[src/rtl/step_segment_exec.sv]
// step_segment_exec: pops motion records and drives step/dir pulse trains; define STEP_SEG_ABORT_EN to add an abort input.
module step_segment_exec #(
  parameter int AXES        = 4,
  parameter int RECORD_BITS = 64,
  parameter int PULSE_WIDTH = 8,
  parameter int DIR_SETUP   = 4
) (
  input  logic                   clk,
  input  logic                   reset,
`ifdef STEP_SEG_ABORT_EN
  input  logic                   abort,
`endif
  input  logic                   fifo_empty,
  input  logic [RECORD_BITS-1:0] fifo_data,
  output logic                   fifo_read_en,
  output logic [AXES-1:0]        step,
  output logic [AXES-1:0]        dir,
  output logic                   busy,
  output logic                   seg_done
);
  typedef enum logic [2:0] {IDLE, READ, WAIT, SETUP, STEP_HI, STEP_LO} state_t;
  state_t state, state_n;
  logic [15:0] cnt, cnt_n;
  logic [16:0] per, per_n, tmr, tmr_n, rec_per;
  logic [AXES-1:0] en, en_n, dir_n, step_n;
  logic rd_n, busy_n, done_n, rec_zero, tick, last, kill;
  logic unused_data;
`ifdef STEP_SEG_ABORT_EN
  assign kill = abort;
`else
  assign kill = 1'b0;
`endif
  assign unused_data = ^fifo_data;
  assign rec_zero = fifo_data[15:0] == 16'd0;
  assign rec_per = {1'b0, fifo_data[31:16]} < 17'(PULSE_WIDTH + 1) ? 17'(PULSE_WIDTH + 1) : {1'b0, fifo_data[31:16]};
  assign tick = tmr == 17'd0;
  assign last = cnt == 16'd1;
  always_ff @(posedge clk) begin
    if (reset) state <= IDLE;
    else state <= state_n;
  end
  always_comb begin
    state_n = state;
    case (state)
      IDLE:    state_n = fifo_empty ? IDLE : READ;
      READ:    state_n = WAIT;
      WAIT:    state_n = rec_zero ? IDLE : SETUP;
      SETUP:   state_n = tick ? STEP_HI : SETUP;
      STEP_HI: state_n = tick ? STEP_LO : STEP_HI;
      STEP_LO: state_n = !tick ? STEP_LO : last ? IDLE : STEP_HI;
      default: state_n = IDLE;
    endcase
    if (kill) state_n = IDLE;
  end
  // Outputs are next-state decoded and registered, so they change together with the state.
  always_comb begin
    rd_n   = state_n == READ;
    busy_n = state_n != IDLE;
    step_n = state_n == STEP_HI ? en : '0;
    done_n = !kill && ((state == WAIT && rec_zero) || (state == STEP_LO && tick && last));
    dir_n  = (!kill && state == WAIT && !rec_zero) ? fifo_data[32 +: AXES] : dir;
    en_n   = state == WAIT ? fifo_data[40 +: AXES] : en;
    per_n  = state == WAIT ? rec_per : per;
    cnt_n  = state == WAIT ? fifo_data[15:0] : (state == STEP_LO && tick) ? cnt - 16'd1 : cnt;
    tmr_n  = state_n == state ? (tick ? tmr : tmr - 17'd1) :
             state_n == SETUP ? 17'(DIR_SETUP - 1) :
             state_n == STEP_HI ? 17'(PULSE_WIDTH - 1) :
             state_n == STEP_LO ? per - 17'(PULSE_WIDTH + 1) : '0;
  end
  always_ff @(posedge clk) begin
    if (reset) begin
      fifo_read_en <= 1'b0;
      busy         <= 1'b0;
      seg_done     <= 1'b0;
      step         <= '0;
      dir          <= '0;
      en           <= '0;
      per          <= '0;
      cnt          <= '0;
      tmr          <= '0;
    end else begin
      fifo_read_en <= rd_n;
      busy         <= busy_n;
      seg_done     <= done_n;
      step         <= step_n;
      dir          <= dir_n;
      en           <= en_n;
      per          <= per_n;
      cnt          <= cnt_n;
      tmr          <= tmr_n;
    end
  end
endmodule

[config.mk]
export PLATFORM = sky130hd
export DESIGN_NAME = step_segment_exec
export DESIGN_NICKNAME = d
export VERILOG_FILES = /design/src/rtl/step_segment_exec.sv
export SDC_FILE = /design/constraint.sdc
export NUM_CORES = 1
export LEC_CHECK = 0
export CELL_PAD_IN_SITES_DETAIL_PLACEMENT = 1
export CELL_PAD_IN_SITES_GLOBAL_PLACEMENT = 1
export CORE_MARGIN = 3
export CORE_UTILIZATION = 34
export DETAILED_ROUTE_END_ITERATION = 10
export HOLD_SLACK_MARGIN = 0.1
export PLACE_DENSITY = 0.78
export RECOVER_POWER = 50
export SYNTH_ARGS = -nofsm -noshare
export SYNTH_HDL_FRONTEND = slang
export SYNTH_SLANG_ARGS = --single-unit
[constraint.sdc]
create_clock -name clk -period 2 [get_ports clk]
set_input_delay 0.3 -clock clk [delete_from_list [all_inputs] [get_ports clk]]
set_output_delay 0.3 -clock clk [all_outputs]
set_load 0.01 [all_outputs]
==> summary.md, run 1 <==
| Metric | Value |
|---|---|
| CP Max Fanout | `5` |
| Slew headroom | `49.5%` |
| Final period utilization | `106%` |
| Number of synthesized flops with an enable pin | `0` |
| Distinct cells, synth | `57` |
| DR WL/cell | `~20 um` |
| Clk sinks | `67` |
| Vias/cell | `5.66` |
| Area grow syn2layout | `48.7%` |
| Pre-CTS WS | `-0.311 ns` |
| Clock skew | `between 0.009 and 0.01 ns` |
| Worst EP required | `2.27 ns` |
| TritonCTS Buffers | `9` |
| DRT Pass-1 Iters | `4` |
| Post-synthesis async set-or-reset flop share | `0%` |
| Fin area | `approximately 5400 um2` |
| Starting Density | `a little over a third` |
| Pin count of the biggest net entering global routing | `approximately 40` |
| Final Slew Violations | `0` |
| Slowest-stage cell, CP | `or3_4` |
| Pwr Density | `around 1700 nW/um2` |
| Worst-case clock buffer depth | `2` |
| Routed wire length | `roughly 14 mm` |
| Failing checks | `negative setup slack` |
| FMAX | `473 MHz` |
| Row count | `37` |
| Minimum clock period | `2.11 ns` |
| HP Class | `in2reg` |
| Die width | `~110 um` |
| Final HPWL DP | `between 9 and 10 mm` |
| Placeable Area | `around 10,000 um2` |
| Layout cell share with drive strength beyond 1 | `approximately 28%` |
| Most common cell after layout, fill and taps aside | `buf_4` |
| P_leak | `2.01 nW` |
| RSZ-0062 raised after global routing | `yes` |
| Dpl cell area | `4840 um2` |
| Hold slack | `roughly 0.37 ns` |
| Boundary Pins | `78` |
| Total gr overflow | `0` |
| Final #Nets | `about 650` |
| Initial antenna violation count | `0` |
| Clk_lat worst skew | `roughly 0.35 ns` |
| CTS root buffer | `clkbuf_8` |
| Worst Setup Path Type | `reg2reg` |
| Port Buffers | `53` |
| Ys flop type | `dfxtp_1` |
| # hold bufs at CTS | `0` |
| Max incr delay on CP | `0.52 ns` |
| H-tree lvl count | `3` |
| Placer congestion estimate | `approximately 0.82` |
| Finish-stage setup viols | `19` |
| Status | `complete, but fails checks` |
| Post-synthesis area per instance | `7.90 um2` |
| Register area share after synthesis | `37.0%` |
| CTS clk-pin slew, worst paths | `~0.08 ns` |
| Slew @ Worst Pin | `roughly 0.76 ns` |
| Crit. End Element | `flop` |
| Final Hold Viols | `0` |
| Number of synthesized register bits | `between 60 and 70` |
| Max cap viols | `0` |
| Reg2reg path depth | `7` |
| Syn Nets | `~530` |
| Cell area after synthesis | `between 3000 and 4000 um2` |
| TritonCTS clock tree | `yes` |
| Crit-path cells | `inv_2, ha_4, nor4b_4, nand4_1, or3_4, or3_1, a31oi_1` |
| Max VDD drop | `roughly 720 uV` |
| Die footprint | `between 10,000 and 15,000 um2` |
| GRT Overall Usage | `22.0%` |
| Via count | `~4,000` |
| Global-route wire length before repair | `approximately 21 mm` |
| CP Launch Type | `flop` |
| Hold Crit Depth | `2` |
| DRC | `0` |
| YS warnings | `0` |
| Post-Syn Instances | `around 460` |
| Die height | `~110 um` |
| Antenna diode count | `0` |
| Most frequent cells in the layout | `buf_4 (71), dfxtp_1 (64), nand2_1 (60), clkdlybuf4s50_1 (43), a21oi_1 (39)` |
| FILL cells | `approximately 1,300` |
| Setup ws final | `-0.114 ns` |
| Vias in the first global route | `4,193` |
| Fin util | `between 50% and 60%` |
| Final ANT Viol Nets | `0` |
| Initial drt markers | `193` |
| Worst EP arrival | `2.39 ns` |
-- flip-flops by register name (all words and copies together) (netlist names) --
name / cells
tmr: 17
cnt: 16
per: 16
dir: 4
en: 4
step: 4
state: 3
busy: 1
fifo_read_en: 1
seg_done: 1
-- critical path: cells and delay by family, from the launching register on --
family,cells,cell delay [ns]
DFF,1,0.34
buffers and inverters,1,0.08
and+or+nand+nor,4,1.36
adders and majority gates,1,0.13
AOI/OAI and AO/OA,1,0.13
-- metrics by stage --
stage	cells	setup TNS, ns	total power [W]
floorplan	459	-0.0286	0.00449
detailed placement	697	-5.56	0.00656
global route	720	-3.10	0.00954
global placement	697	-3.58	0.00638
CTS	716	-0.153	0.00819
finish	720	-0.869	0.00896
-- report_power, final --
group | switching (W) | total (W) | internal [W]
clock | 0.000557 | 0.00126 | 0.000700
sequential | 0.000259 | 0.00188 | 0.00162
combinational | 0.00310 | 0.00583 | 0.00273
-- cells by family (layout without fill, tap and decap cells) --
kind of cell	Yosys count	after routing	share of synthesized area, %
simple gates	203	203	29.7
compound gates	117	117	21.4
flops	67	67	37.0
buf+inv	44	169	4.66
xor+xnor	23	23	5.56
fa+ha+maj	5	5	1.73
-- metal layers --
layer  part of all wire [%]  track usage (%)  up-vias
met5                      0                0        -
met4                    1.2             5.43        0
met3                    3.2             3.85       16
met2                     52             37.5       93
met1                     43             28.8     2028
li1                       -                -     1938
-- cell usage after synthesis, types with 9 or more instances --
master,n,area share (%)
nor4_1,20,3.5
nand4_1,9,1.6
nand3_1,15,2.1
inv_1,15,1.6
xnor2_1,13,3.1
clkbuf_1,26,2.7
nor2_1,27,2.8
o21ai_0,12,1.7
dfxtp_1,67,37
nand2_1,62,6.4
a21oi_1,43,5.9
xor2_1,10,2.4
a22oi_1,9,1.9
nor3_1,17,2.3
-- repair_timing --
action / in CTS / in global routing
cloned: 0 / 1
pin swaps: 8 / 21
resized for setup: 18 / 56
buffers inserted: 3 / 3
setup endpoints to repair: 29 / 40
-- path summary, 6_finish.rpt --
path	start	end	slack, ns
worst min register to register	en[2]	step[2]	0.45
worst max register to register	tmr[1]	cnt[14]	-0.11
worst min-delay path	reset	per[9]	0.37
worst max-delay path	tmr[1]	cnt[14]	-0.11
-- cell type report --
| cell class | instances | area (um2) | share of cell area, % |
|---|---|---|---|
| sequential | 67 | 1350 | 24.9 |
| tap | 136 | 170 | 3.16 |
| multi-input combinational | 348 | 2390 | 44.4 |
| inverter | 15 | 56.3 | 1.04 |
| clock buffer | 11 | 131 | 2.44 |
| timing repair buffer | 138 | 1220 | 22.6 |
| clock inverter | 5 | 77.6 | 1.44 |
Power figures use the tool's default switching activity.
==> inputs of run 2 (changes only) <==
- ABC_CLOCK_PERIOD_IN_PS: not set -> 2000
- CORE_MARGIN: 3 -> not set
==> summary.md, run 2 (synthesized netlist as in run 1, its figures left out) <==
| Metric | Value |
|---|---|
| Status | `complete, but fails checks` |
| Failing checks | `negative setup slack` |
| Switching share of power | `42.7%` |
| Placed Instances | `approximately 710` |
| Layout cell share with drive strength beyond 1 | `29.1%` |
| Placeable Area | `between 10,000 and 15,000 um2` |
| Most common cell after layout, fill and taps aside | `buf_4` |
| Die height | `between 100 and 150 um` |
| Pin count of the biggest net entering global routing | `42` |
| H-tree lvl count | `3` |
| Final ANT Viol Nets | `0` |
| Worst EP arrival | `roughly 2.4 ns` |
| Final Slew Violations | `0` |
| Row count | `37` |
| Setup ws final | `-0.0483 ns` |
| Most frequent cells in the layout | `buf_4 (90), nand2_1 (61), dfxtp_1 (60), clkdlybuf4s50_1 (43), a21oi_1 (40)` |
| CP bufs+invs | `2` |
| Dpl cell area | `4910 um2` |
| Final period utilization | `102%` |
| Slowest-stage cell, CP | `or4b_1` |
| HP Class | `in2reg` |
| TritonCTS Buffers | `9` |
| Psw | `between 0.003 and 0.004 W` |
| Clk_lat worst skew | `around 0.37 ns` |
| CP Max Fanout | `10` |
| Worst R2R Start | `cnt[1]` |
| Max VDD drop | `roughly 760 uV` |
| Combinational power share | `~66%` |
| Kind of cell adding the most delay to the critical path | `simple AND/OR/NAND/NOR gates` |
| Area grow syn2layout | `50.9%` |
| Max cap viols | `0` |
| GRT Overall Usage | `25.3%` |
| FMAX | `just under 500 MHz` |
| Clock skew | `roughly 0.011 ns` |
| Met2 WL post-DR | `roughly 7.3 mm` |
| Finish-stage setup viols | `10` |
| Final HPWL DP | `9.59 mm` |
| Top routing layer in use | `met4` |
| Worst-case clock buffer depth | `2` |
| Pint | `~0.0052 W` |
| Hold EP | `tmr[15]` |
| Routed wire length | `14.1 mm` |
| Largest reg by FF count | `tmr` |
| Internal reg-to-reg setup slack | `-0.05 ns` |
| Fin area | `about 5500 um2` |
| Final Hold Viols | `0` |
| Pwr Density | `around 1700 nW/um2` |
| P_leak | `a little over 2 nW` |
| Worst EP required | `around 2.3 ns` |
| CTS root buffer | `clkbuf_8` |
| Max incr delay on CP | `0.50 ns` |
| DRT Pass-1 Iters | `4` |
| Crit-path cells | `clkdlybuf4s50_1, or4b_1, and3_1, a21oi_1, buf_4, o21ai_0, a21oi_2` |
| TritonCTS clock tree | `yes` |
| Via count | `4,132` |
| Final #Nets | `approximately 670` |
| DRT met1 WL | `just under 6 mm` |
| Worst Setup Path Type | `in2reg` |
| WL met3 | `about 530 um` |
| Starting Density | `a little over a third` |
| Total gr overflow | `0` |
| Hold Crit Depth | `2` |
| Hold slack | `around 0.31 ns` |
| Global-route wire length before repair | `~22 mm` |
| Slew @ Worst Pin | `roughly 0.53 ns` |
| Antenna diode count | `0` |
| Top flop regs | `tmr: 17 flops, cnt: 16 flops, per: 16 flops` |
| DR WL/cell | `between 15 and 20 um` |
| Boundary Pins | `slightly below 80` |
| Die width | `105 um` |
| Pre-CTS WS | `-0.379 ns` |
| Clk sinks | `67` |
| CP Launch Type | `input port` |
| RSZ-0062 raised after global routing | `yes` |
| Slew headroom | `between 60% and 70%` |
| Crit. End Element | `flop` |
| Minimum clock period | `2.05 ns` |
| Largest register FFs | `17` |
| Initial antenna violation count | `0` |
| # hold bufs at CTS | `0` |
| Reg2reg path depth | `8` |
| Placer congestion estimate | `approximately 0.87` |
| Final Non-Filler Cells | `about 730` |
| DRC | `0` |
| Initial drt markers | `160` |
| CTS clk-pin slew, worst paths | `0.08 ns` |
| Die footprint | `about 11,000 um2` |
| Vias in the first global route | `4,338` |
| Seq pwr share | `between 20% and 30%` |
| Clk pwr share | `13.0%` |
| Vias/cell | `about 5.6` |
| Worst hold start | `reset` |
| R2R Path End | `step[2]` |
| Port Buffers | `53` |
-- run 2: final cells by class --
| cell class | instances | area, um2 |
|---|---|---|
| Clock inverter | 2 | 35.0 |
| Multi-Input combinational cell | 348 | 2410 |
| Clock buffer | 13 | 159 |
| Timing Repair Buffer | 152 | 1290 |
| Tap cell | 136 | 170 |
| Sequential cell | 67 | 1350 |
| Inverter | 15 | 56.3 |
| Fill cell | 1193 | 4850 |
-- run 2: worst max-delay path by stage --
stage | from | end | slack (ns) | cells past startpoint
floorplan | state[0] | tmr[16] | -0.03 | 7
global placement | fifo_empty | tmr[16] | -0.20 | 7
detailed placement | tmr[0] | cnt[15] | -0.38 | 7
CTS | per[9] | tmr[16] | -0.05 | 5
global route | per[9] | tmr[16] | -0.10 | 5
finish | fifo_empty | tmr[16] | -0.05 | 7
-- run 2: per-layer routing --
layer | global-route usage, % | up-vias
met3 | 4.21 | 31
met4 | 10.9 | 0
met1 | 30.1 | 2041
met2 | 44.8 | 99
met5 | 0 | -
li1 | - | 1961
-- run 2: through the flow --
stage	total power, W	setup TNS (ns)	utilization, %
final	0.00915	-0.240	53.0
after global routing	0.00964	-1.50	53.0
after detailed placement	0.00671	-7.80	47.5
after CTS	0.00852	-0.0963	51.1
after global placement	0.00650	-4.10	47.5
after floorplan	0.00449	-0.0286	-
-- run 2: power groups by stage --
stage	clock network, W	registers (W)	logic [W]
floorplan	0	0.00187	0.00262
global placement	0	0.00183	0.00467
detailed placement	0	0.00185	0.00486
CTS	0.00117	0.00187	0.00548
global route	0.00125	0.00193	0.00646
finish	0.00119	0.00190	0.00605
-- run 2: what timing repair did --
action / CTS / global route
pin swaps: 13 / 19
resized for setup: 31 / 38
cloned: 0 / 0
setup buffers: 6 / 6
endpoints found under the setup margin: 39 / 31
